File: config.mk
export PLATFORM = sky130hd
export DESIGN_NAME = hsv_core_mem_split
export DESIGN_NICKNAME = d
export VERILOG_FILES = /design/src/rtl/hsv_core_pkg.sv /design/src/rtl/hsv_core_mem_split_lane.sv /design/src/rtl/hsv_core_mem_split.sv
export SDC_FILE = /design/constraint.sdc
export NUM_CORES = 1
export LEC_CHECK = 0
export BUFFER_PORTS_ARGS = -buffer_cell sky130_fd_sc_hd__buf_2
export CAP_MARGIN = 20
export CORE_MARGIN = 1.5
export CORE_UTILIZATION = 55
export CTS_CLUSTER_SIZE = 10
export DETAILED_ROUTE_END_ITERATION = 10
export PLACE_DENSITY = 0.79
export SLEW_MARGIN = 20
export SYNTH_ARGS = -nofsm -noshare
export SYNTH_HDL_FRONTEND = slang
export SYNTH_SLANG_ARGS = --single-unit
File: constraint.sdc
create_clock -name clk_core -period 4.7 [get_ports clk_core]
set_input_delay 0 -clock clk_core [delete_from_list [all_inputs] [get_ports clk_core]]
set_output_delay 0 -clock clk_core [all_outputs]
set_load 0.01 [all_outputs]
File: src/rtl/hsv_core_pkg.sv
// Shared core types: memory access sizes and the access-split FSM state.
package hsv_core_pkg;

    typedef enum logic [1:0] {
        MEM_SIZE_BYTE  = 2'd0,
        MEM_SIZE_HALF  = 2'd1,
        MEM_SIZE_WORD  = 2'd2,
        MEM_SIZE_DWORD = 2'd3
    } mem_size_t;

    typedef enum logic {
        SPLIT_IDLE  = 1'b0,
        SPLIT_BEATS = 1'b1
    } split_state_t;

    function automatic logic [3:0] size_bytes(mem_size_t s);
        return 4'd1 << s;
    endfunction

endpackage

File: src/rtl/hsv_core_mem_split_lane.sv
// Beat former: aligned address, byte strobe and lane-shifted data
// for either half of a memory access.
module hsv_core_mem_split_lane
    import hsv_core_pkg::*;
#(
    parameter int WORD_BYTES = 4,
    localparam int W  = 8 * WORD_BYTES,
    localparam int OW = $clog2(WORD_BYTES)
) (
    input  logic [W-1:0]          addr,
    input  logic [W-1:0]          wdata,
    input  mem_size_t             size,
    input  logic                  beat1,
    output logic [W-1:0]          beat_address,
    output logic [W-1:0]          beat_wdata,
    output logic [WORD_BYTES-1:0] beat_strobe,
    output logic [OW-1:0]         off,
    output logic                  crossing,
    output logic                  oversize
);

    logic [3:0]              n;
    logic [4:0]              span;
    logic [OW:0]             rem;
    logic [2*WORD_BYTES-1:0] mask;
    logic [2*WORD_BYTES-1:0] sh0;
    logic [2*WORD_BYTES-1:0] sh1;
    logic [W-1:0]            aligned;

    always_comb begin
        off      = addr[OW-1:0];
        n        = size_bytes(size);
        span     = 5'(off) + 5'(n);
        crossing = span > 5'(WORD_BYTES);
        oversize = n > 4'(WORD_BYTES);
        mask     = (2*WORD_BYTES)'((32'd1 << n) - 32'd1);
        rem      = (OW+1)'(WORD_BYTES) - (OW+1)'(off);
        sh0      = mask << off;
        sh1      = mask >> rem;
        aligned  = {addr[W-1:OW], {OW{1'b0}}};
        // Beat 1 carries the bytes that spilled past the first word
        if (beat1) begin
            beat_address = aligned + W'(WORD_BYTES);
            beat_strobe  = sh1[WORD_BYTES-1:0];
            beat_wdata   = wdata >> {rem, 3'b000};
        end else begin
            beat_address = aligned;
            beat_strobe  = sh0[WORD_BYTES-1:0];
            beat_wdata   = wdata << {off, 3'b000};
        end
    end

endmodule

File: src/rtl/hsv_core_mem_split.sv
// Splits a load/store into one or two word-aligned bus beats with
// byte strobes, handling word-crossing accesses and pipeline flush.
module hsv_core_mem_split
    import hsv_core_pkg::*;
#(
    parameter int WORD_BYTES       = 4,
    parameter bit ALLOW_MISALIGNED = 1'b1,
    localparam int W  = 8 * WORD_BYTES,
    localparam int OW = $clog2(WORD_BYTES)
) (
    input  logic                  clk_core,
    input  logic                  rst_core,
    input  logic                  flush,
    input  logic                  in_valid,
    output logic                  in_ready,
    input  logic [W-1:0]          in_base,
    input  logic [W-1:0]          in_offset,
    input  mem_size_t             in_size,
    input  logic                  in_store,
    input  logic [W-1:0]          in_wdata,
    output logic                  out_valid,
    input  logic                  out_ready,
    output logic [W-1:0]          out_address,
    output logic [W-1:0]          out_wdata,
    output logic [WORD_BYTES-1:0] out_strobe,
    output logic                  out_store,
    output logic [OW-1:0]         out_shift,
    output logic                  out_first,
    output logic                  out_last,
    output logic                  out_unaligned
);

    split_state_t state_q, state_d;

    logic                  valid_q, valid_d;
    logic [W-1:0]          address_q, address_d;
    logic [W-1:0]          wdata_q, wdata_d;
    logic [WORD_BYTES-1:0] strobe_q, strobe_d;
    logic                  store_q, store_d;
    logic [OW-1:0]         shift_q, shift_d;
    logic                  first_q, first_d;
    logic                  last_q, last_d;
    logic                  unal_q, unal_d;
    logic [W-1:0]          req_addr_q, req_addr_d;
    logic [W-1:0]          req_wdata_q, req_wdata_d;
    mem_size_t             req_size_q, req_size_d;

    logic                  accept;
    logic                  fire;
    logic                  load0;
    logic                  load1;
    logic                  unal;
    logic                  split;
    logic                  lane_beat1;
    logic [W-1:0]          lane_addr;
    logic [W-1:0]          lane_wdata_in;
    mem_size_t             lane_size;
    logic [W-1:0]          lane_address;
    logic [W-1:0]          lane_wdata;
    logic [WORD_BYTES-1:0] lane_strobe;
    logic [OW-1:0]         lane_off;
    logic                  lane_crossing;
    logic                  lane_oversize;

    assign in_ready = (state_q == SPLIT_IDLE)
                    & (~valid_q | out_ready) & ~flush;
    assign accept   = in_valid & in_ready;
    assign fire     = valid_q & out_ready;
    assign load0    = accept;
    assign load1    = (state_q == SPLIT_BEATS) & fire & first_q & ~flush;

    // While splitting, the lane re-forms beat 1 from the captured request
    assign lane_beat1    = (state_q == SPLIT_BEATS);
    assign lane_addr     = lane_beat1 ? req_addr_q : in_base + in_offset;
    assign lane_wdata_in = lane_beat1 ? req_wdata_q : in_wdata;
    assign lane_size     = lane_beat1 ? req_size_q : in_size;

    assign unal  = lane_oversize | (lane_crossing & ~ALLOW_MISALIGNED);
    assign split = lane_crossing & ~unal;

    hsv_core_mem_split_lane #(
        .WORD_BYTES (WORD_BYTES)
    ) u_lane (
        .addr         (lane_addr),
        .wdata        (lane_wdata_in),
        .size         (lane_size),
        .beat1        (lane_beat1),
        .beat_address (lane_address),
        .beat_wdata   (lane_wdata),
        .beat_strobe  (lane_strobe),
        .off          (lane_off),
        .crossing     (lane_crossing),
        .oversize     (lane_oversize)
    );

    always_ff @(posedge clk_core) begin
        if (rst_core) begin
            state_q <= SPLIT_IDLE;
        end else begin
            state_q <= state_d;
        end
    end

    always_comb begin
        state_d = state_q;
        if (flush) begin
            state_d = SPLIT_IDLE;
        end else begin
            case (state_q)
                SPLIT_IDLE: begin
                    if (accept && split) state_d = SPLIT_BEATS;
                end
                SPLIT_BEATS: begin
                    if (fire && !first_q) state_d = SPLIT_IDLE;
                end
                default: state_d = SPLIT_IDLE;
            endcase
        end
    end

    always_comb begin
        valid_d     = valid_q;
        address_d   = address_q;
        wdata_d     = wdata_q;
        strobe_d    = strobe_q;
        store_d     = store_q;
        shift_d     = shift_q;
        first_d     = first_q;
        last_d      = last_q;
        unal_d      = unal_q;
        req_addr_d  = req_addr_q;
        req_wdata_d = req_wdata_q;
        req_size_d  = req_size_q;
        if (flush) begin
            valid_d = 1'b0;
        end else if (load0) begin
            valid_d     = 1'b1;
            address_d   = lane_address;
            wdata_d     = lane_wdata;
            strobe_d    = unal ? '0 : lane_strobe;
            store_d     = in_store;
            shift_d     = lane_off;
            first_d     = 1'b1;
            last_d      = ~split;
            unal_d      = unal;
            req_addr_d  = lane_addr;
            req_wdata_d = in_wdata;
            req_size_d  = in_size;
        end else if (load1) begin
            valid_d   = 1'b1;
            address_d = lane_address;
            wdata_d   = lane_wdata;
            strobe_d  = lane_strobe;
            first_d   = 1'b0;
            last_d    = 1'b1;
        end else if (fire) begin
            valid_d = 1'b0;
        end
    end

    always_ff @(posedge clk_core) begin
        if (rst_core) begin
            valid_q     <= 1'b0;
            address_q   <= '0;
            wdata_q     <= '0;
            strobe_q    <= '0;
            store_q     <= 1'b0;
            shift_q     <= '0;
            first_q     <= 1'b1;
            last_q      <= 1'b1;
            unal_q      <= 1'b0;
            req_addr_q  <= '0;
            req_wdata_q <= '0;
            req_size_q  <= MEM_SIZE_BYTE;
        end else begin
            valid_q     <= valid_d;
            address_q   <= address_d;
            wdata_q     <= wdata_d;
            strobe_q    <= strobe_d;
            store_q     <= store_d;
            shift_q     <= shift_d;
            first_q     <= first_d;
            last_q      <= last_d;
            unal_q      <= unal_d;
            req_addr_q  <= req_addr_d;
            req_wdata_q <= req_wdata_d;
            req_size_q  <= req_size_d;
        end
    end

    assign out_valid     = valid_q;
    assign out_address   = address_q;
    assign out_wdata     = wdata_q;
    assign out_strobe    = strobe_q;
    assign out_store     = store_q;
    assign out_shift     = shift_q;
    assign out_first     = first_q;
    assign out_last      = last_q;
    assign out_unaligned = unal_q;

endmodule

; ---- After elaboration in Yosys (flattened, before gate mapping)
; Cells that the tools add are included.
[totals]
regBits = 142
output_inout_bits = 76
in_bits = 104
[op_classes]
mux = 23
reduce_logical = 8
n_addsub = 5
shifts = 6
n_bitwise = 14
magnitude_cmp = 2
[op_table]
columns = operator, count
row1 = $mux W32, 8
row2 = $add A32 B3 Y32 const B, 1
row3 = $add A32 B32 Y32, 1
row4 = $shl A32 B5 Y32, 1
row5 = $shr A32 B6 Y32, 1
row6 = $mux W4, 4
row7 = $mux W1, 9
row8 = $and A1 B1 Y1, 8
row9 = $shl A1 B4 Y8 const A, 1
row10 = $shl A8 B2 Y4, 1
row11 = $shr A8 B3 Y4, 1
row12 = $sub A8 B1 Y8 const B, 1
row13 = $add A2 B4 Y5, 1
row14 = $gt A5 B3 Y1 const B, 1
row15 = $not A1 Y1, 5
row16 = $gt A4 B3 Y1 const B, 1
row17 = $reduce_and A2 Y1, 2
row18 = $shl A1 B2 Y4 const A, 1
row19 = $reduce_bool A3 Y1, 1
row20 = $sub A3 B2 Y3 const A, 1
row21 = $logic_and A1 B1 Y1, 2
row22 = $mux W2, 1
row23 = $pmux W1 S2, 1
row24 = $reduce_bool A2 Y1, 1
row25 = 3 further kinds, 3

; ---- Depth between registers and ports, before layout
[logic_depth]
ltp_word = 8
depth_mapped = 17
ltp_nobuf = 12

; ---- Hierarchy
; A second synthesis with hierarchy kept.
[hier_totals]
cells_unflattened = 1221
hier_area_um2 = 9233.9
[modules_own_cells]
columns = module, instances, seq_area_each_um2, area_each_um2, cells_each
row1 = hsv_core_mem_split, 1, 2842.7, 7349.5, 956
row2 = hsv_core_mem_split_lane, 1, 0.0, 1884.3, 265

; ---- Worst setup path after synthesis
; Ideal clock, no wire load.
[synth_path]
kind = register to register
from = reg state_q (netlist: lane_beat1)
to = reg wdata_q[6] (netlist: out_wdata[6])
setup_slack_ns = 0.639
required_time_ns = 4.622
path_stages_with_launch = 16
n_path_buf = 7
setup_ns = 0.078
synth_period_minus_slack_ns = 4.061
arrival_time_ns = 3.983
cell_sequence = dfxtp_1 > clkbuf_1 > clkbuf_2 > buf_1 > buf_2 > buf_1 > buf_1 > mux2_2 > inv_1 > ha_1 > clkbuf_1 > or3_1 > a21oi_1 > and3_1 > a211oi_1 > nor3_1
[synth_via]
elab_chain_len = 6
word_cells_on_any_way = 17
classes_between = add/sub: 1 / shift: 2 / mux: 5 / bitwise: 7 / reduce/logical: 2
[synth_rtl]
columns = element, line
row1 = start: declaration, hsv_core_mem_split.sv:33  ; split_state_t state_q, state_d;
row2 = start signal: assignment, hsv_core_mem_split.sv:100  ; state_q <= state_d;
row3 = $mux W32 *, hsv_core_mem_split.sv:74  ; assign lane_addr = lane_beat1 ? req_addr_q : in_base + in_offset;
row4 = net lane_addr[1], hsv_core_mem_split.sv:55  ; logic [W-1:0] lane_addr;
row5 = $sub A3 B2 Y3, hsv_core_mem_split_lane.sv:37  ; rem = (OW+1)'(WORD_BYTES) - (OW+1)'(off);
row6 = $shr A32 B6 Y32, hsv_core_mem_split_lane.sv:45  ; beat_wdata = wdata >> {rem, 3'b000};
row7 = $mux W32 *, hsv_core_mem_split_lane.sv:42  ; if (beat1) begin
row8 = $mux W32, hsv_core_mem_split.sv:149  ; end else if (load1) begin
row9 = $mux W32 *, hsv_core_mem_split.sv:136  ; end else if (load0) begin
row10 = end signal: assignment, hsv_core_mem_split.sv:178  ; wdata_q <= wdata_d;
row11 = end: declaration, hsv_core_mem_split.sv:37  ; logic [W-1:0] wdata_q, wdata_d;
; Mark *: on every way through the listed nets, which the timed path passes. The rest lies on a longest branch. The select of a mux whose other input is x is not followed.
; A chain may end at the register's enable or synchronous reset.

; ---- Final worst setup path
[layout_path]
from = in in_base[0]
to = reg address_q[31] (netlist: out_address[31])
[layout_via]
elab_chain_len = 6
[layout_rtl]
columns = element, line
row1 = start: declaration, hsv_core_mem_split.sv:16  ; input logic [W-1:0] in_base,
row2 = $add A32 B32 Y32 *, hsv_core_mem_split.sv:74
row3 = $mux W32 *, hsv_core_mem_split.sv:74
row4 = $add A32 B3 Y32, hsv_core_mem_split_lane.sv:43  ; beat_address = aligned + W'(WORD_BYTES);
row5 = $mux W32 *, hsv_core_mem_split_lane.sv:42
row6 = $mux W32, hsv_core_mem_split.sv:149
row7 = $mux W32 *, hsv_core_mem_split.sv:136
row8 = end signal: assignment, hsv_core_mem_split.sv:177  ; address_q <= address_d;
row9 = end: declaration, hsv_core_mem_split.sv:36  ; logic [W-1:0] address_q, address_d;
; Mark *: on every way between the ends. The rest lies on a longest branch, timed or not. The select of a mux whose other input is x is not followed.

==> flow_metrics.env <==
export IMPL_htreeDepth=4
export IMPL_path_buf_inv=1
export IMPL_regToRegStartpoint="lane_beat1"
export IMPL_routed_wl_mm=29.5
export IMPL_synthAdderAreaFrac=0.0517
export IMPL_worstHoldPathType="in -> reg"
export IMPL_fmax_mhz=292
export IMPL_drc=0
export IMPL_grt_max_degree=100
export IMPL_place_gp_congestion=0.908
export IMPL_path_class="in -> reg"
export IMPL_cts_tree="built"
export IMPL_post_drt_wl_per_cell_um=17.4
export IMPL_synth_edf_count=0
export IMPL_synth_xor_xnor_area_share=0.0250
export IMPL_crit_arrival_ps=3730
export IMPL_holdPathStages=5
export IMPL_cts_buffer_depth=2
export IMPL_crit_path_start="in_base[0]"
export IMPL_fin_hold_ws_ps=9.85
export IMPL_clock_skew_ps=6.36
export IMPL_grt_pass1_vias=9573
export IMPL_seq_area_um2=2770
export IMPL_grt_pass1_wl_mm=47.8
export IMPL_fin_nets=1601
export IMPL_synth_most_common_cell="nand2_1"
export IMPL_viasPerCell=6.19
export IMPL_diodes=0
export IMPL_status="finished clean"
export IMPL_crit_path_end_kind="flip-flop"
export IMPL_num_io_pins=180
export IMPL_hp_start="out_ready"
export IMPL_ctsResizeCount=0
export IMPL_gr_total_overflow=0
export IMPL_whs_endpoint="out_first"
export IMPL_p_per_area_nw_per_um2=323
export IMPL_seq_area_frac_synth=0.292
export IMPL_die_y_um=134
export IMPL_r2r_end="out_address[31]"
export IMPL_synth_top_family_by_area="simple AND/OR/NAND/NOR gates"
export IMPL_rsz0062_at_grt="false"
export IMPL_max_stage_delay_ps=540
export IMPL_vias=10400
export IMPL_finalHoldViolCount=0
export IMPL_postSynthCellCount=1302
export IMPL_finalCriticalPeriod_ps=3420
export IMPL_async_flop_share=0
export IMPL_rows=47
export IMPL_crit_family="simple AND/OR/NAND/NOR gates"
export IMPL_n_fill_cell=1414
export IMPL_multi_input_area_um2=6290
export IMPL_finalMaxSlewViolations=0
export IMPL_power_leakage_uw=0.00468
export IMPL_syn_avg_cell_area_um2=7.26
export IMPL_cp_required_ps=5000
export IMPL_cap_violations=0
export IMPL_tightest_slew_ps=1050
export IMPL_numCtsBuffers=17
export IMPL_post_cts_buffers=0
export IMPL_numClockSinks=138
export IMPL_ctsRootBufferMaster="clkbuf_16"
export IMPL_synth_top_area_share=0.292
export IMPL_crit_path_cell_trace="buf_2 -> ha_1 -> fa_1 -> a211o_1 -> a21o_2 -> a221oi_2 -> or4b_1 -> nand3_1 -> nand4b_2 -> or4_4 -> nor4_4 -> nor2_1 -> or3_1"
export IMPL_grt_use_total=0.328
export IMPL_vdd_drop_max_v=0.000289
export IMPL_synth_top_area_cell="dfxtp_1"
export IMPL_yosys_area_share_simple=0.262
export IMPL_setup_viol_count_final=0
export IMPL_synthFlopType="dfxtp_1"
export IMPL_synth_commonest_cells="223 x nand2_1, 161 x nor2_1, 138 x dfxtp_1"
export IMPL_worstSkewPairLatency_ps=420
export IMPL_first_pass_iters=6
export IMPL_initial_core_util=0.566
export IMPL_yosys_top_cells_area="dfxtp_1 29%, nand2_1 8.9%, a21oi_1 7.2%, nor2_1 6.4%, ha_1 4.6%"
export IMPL_synthToLayoutAreaGrowth_pct=20.0
export IMPL_synth_mux_area_frac=0.0649
export IMPL_die_area_um2=18000
export IMPL_cp_max_fo=5
export IMPL_path_clk_slew_ps=50
export IMPL_ys_ff_latch=138
export IMPL_finalCritPeriodShare=0.729
export IMPL_ys_warn_count=0
export IMPL_syn_cell_area_um2=9450
export IMPL_reg2reg_depth=10
export IMPL_die_w_um=134
export IMPL_start_kind="input port"
export IMPL_drive_gt1_frac=0.183
export IMPL_ant_nets=0
export IMPL_synth_compound_gate_area_share=0.258
export IMPL_rrSetupSlack_ps=1310
export IMPL_relSlewSlack=0.302
export IMPL_hpwlAfterDp_mm=20.1
export IMPL_final_setup_tns_ps=0
export IMPL_antenna_found_initial=0
export IMPL_crit_slowest_cell="or4_4"
export IMPL_drt_iter0_markers=1068
export IMPL_core_area_um2=16700
export IMPL_numPortBuffers=177
export IMPL_ys_types=79
## flip-flops by register name, summed over array words and instances (netlist names), 2 cells and up
name and cells:
req_wdata_q 32, req_addr_q 31, out_strobe 4, req_size_q 2, out_wdata 32, out_address 30
## routing by layer
metal / global-route usage / up-vias / part of all wire
met2: 0.528 / 511 / 0.46
met5: 0 / - / 0
met3: 0.0680 / 54 / 0.090
met1: 0.443 / 4874 / 0.43
li1: - / 5007 / -
met4: 0.0968 / 0 / 0.018
## worst reg2reg max path, cell delays in order (launching register included)
cell and delay, ps:
dfxtp_4 370, buf_4 620, nor2_1 160, nand2_1 100, o221ai_1 110, nor3_2 390, nand4b_2 190, or4_4 540
nor4_4 340, nor2_1 80, or3_1 370
## power by group
group / total [uW] / switching (uW) / internal, uW / leakage, uW
sequential: 1310 / 58.8 / 1250 / 0.00113
combinational: 1090 / 676 / 414 / 0.00328
clock: 1260 / 475 / 780 / 0.000270
## kinds of logic (layout without fill, tap and decap cells)
kind of cell,after synthesis,count (layout)
simple gates,550,550
compound gates,381,381
flops,138,138
buf+inv,108,273
mux,59,59
fa+ha+maj,38,38
xor+xnor,27,27
other cells,1,2
## cells in the final DEF (no fill, tap or decap), types with 18 or more instances in the layout
cell type,instances
buf_2,176
a211oi_1,34
dfxtp_1,137
dlygate4sd3_1,37
mux2_2,18
mux2i_1,40
o211ai_1,26
ha_1,35
nor3_1,43
nand2_1,222
a21oi_1,135
nand3_1,39
buf_4,19
nor2_1,160
o21ai_0,64
## stage by stage
stage                     power (uW)  worst slack, ps  cell area [um2]  instances  utilization
final                           3660             1280            11300       1688        0.679
after global routing            3830             1060            11300       1688        0.679
after CTS                       3640             1290            11300       1688        0.679
after detailed placement        2370              888            10400       1624        0.624
after global placement          2350              951            10400       1624        0.624
after floorplan                 2060              639             9450       1303            -
## worst max path at each step
stage	end	slack [ps]	cells after the start
6_report	out_address[31]	1280	13
3_3_place_gp	out_address[31]	950	13
5_1_grt	out_address[31]	1060	13
3_5_place_dp	out_address[31]	890	13
2_1_floorplan	out_wdata[6]	640	15
4_1_cts	out_address[31]	1290	13
## final cells by class
type	instances	area share
clock buffer	24	0.0443
clock inverter	3	0.00353
inverter	13	0.00430
multi-input combinational	1057	0.555
sequential	138	0.244
tap	220	0.0243
timing repair buffer	233	0.125
## what timing repair did
action | 4_1_cts | 5_1_grt
hold buffers | 37 | 0
setup endpoints to repair | 0 | 0
hold endpoints to repair | 37 | 0
Note: power is estimated with default switching activity, not from simulation.
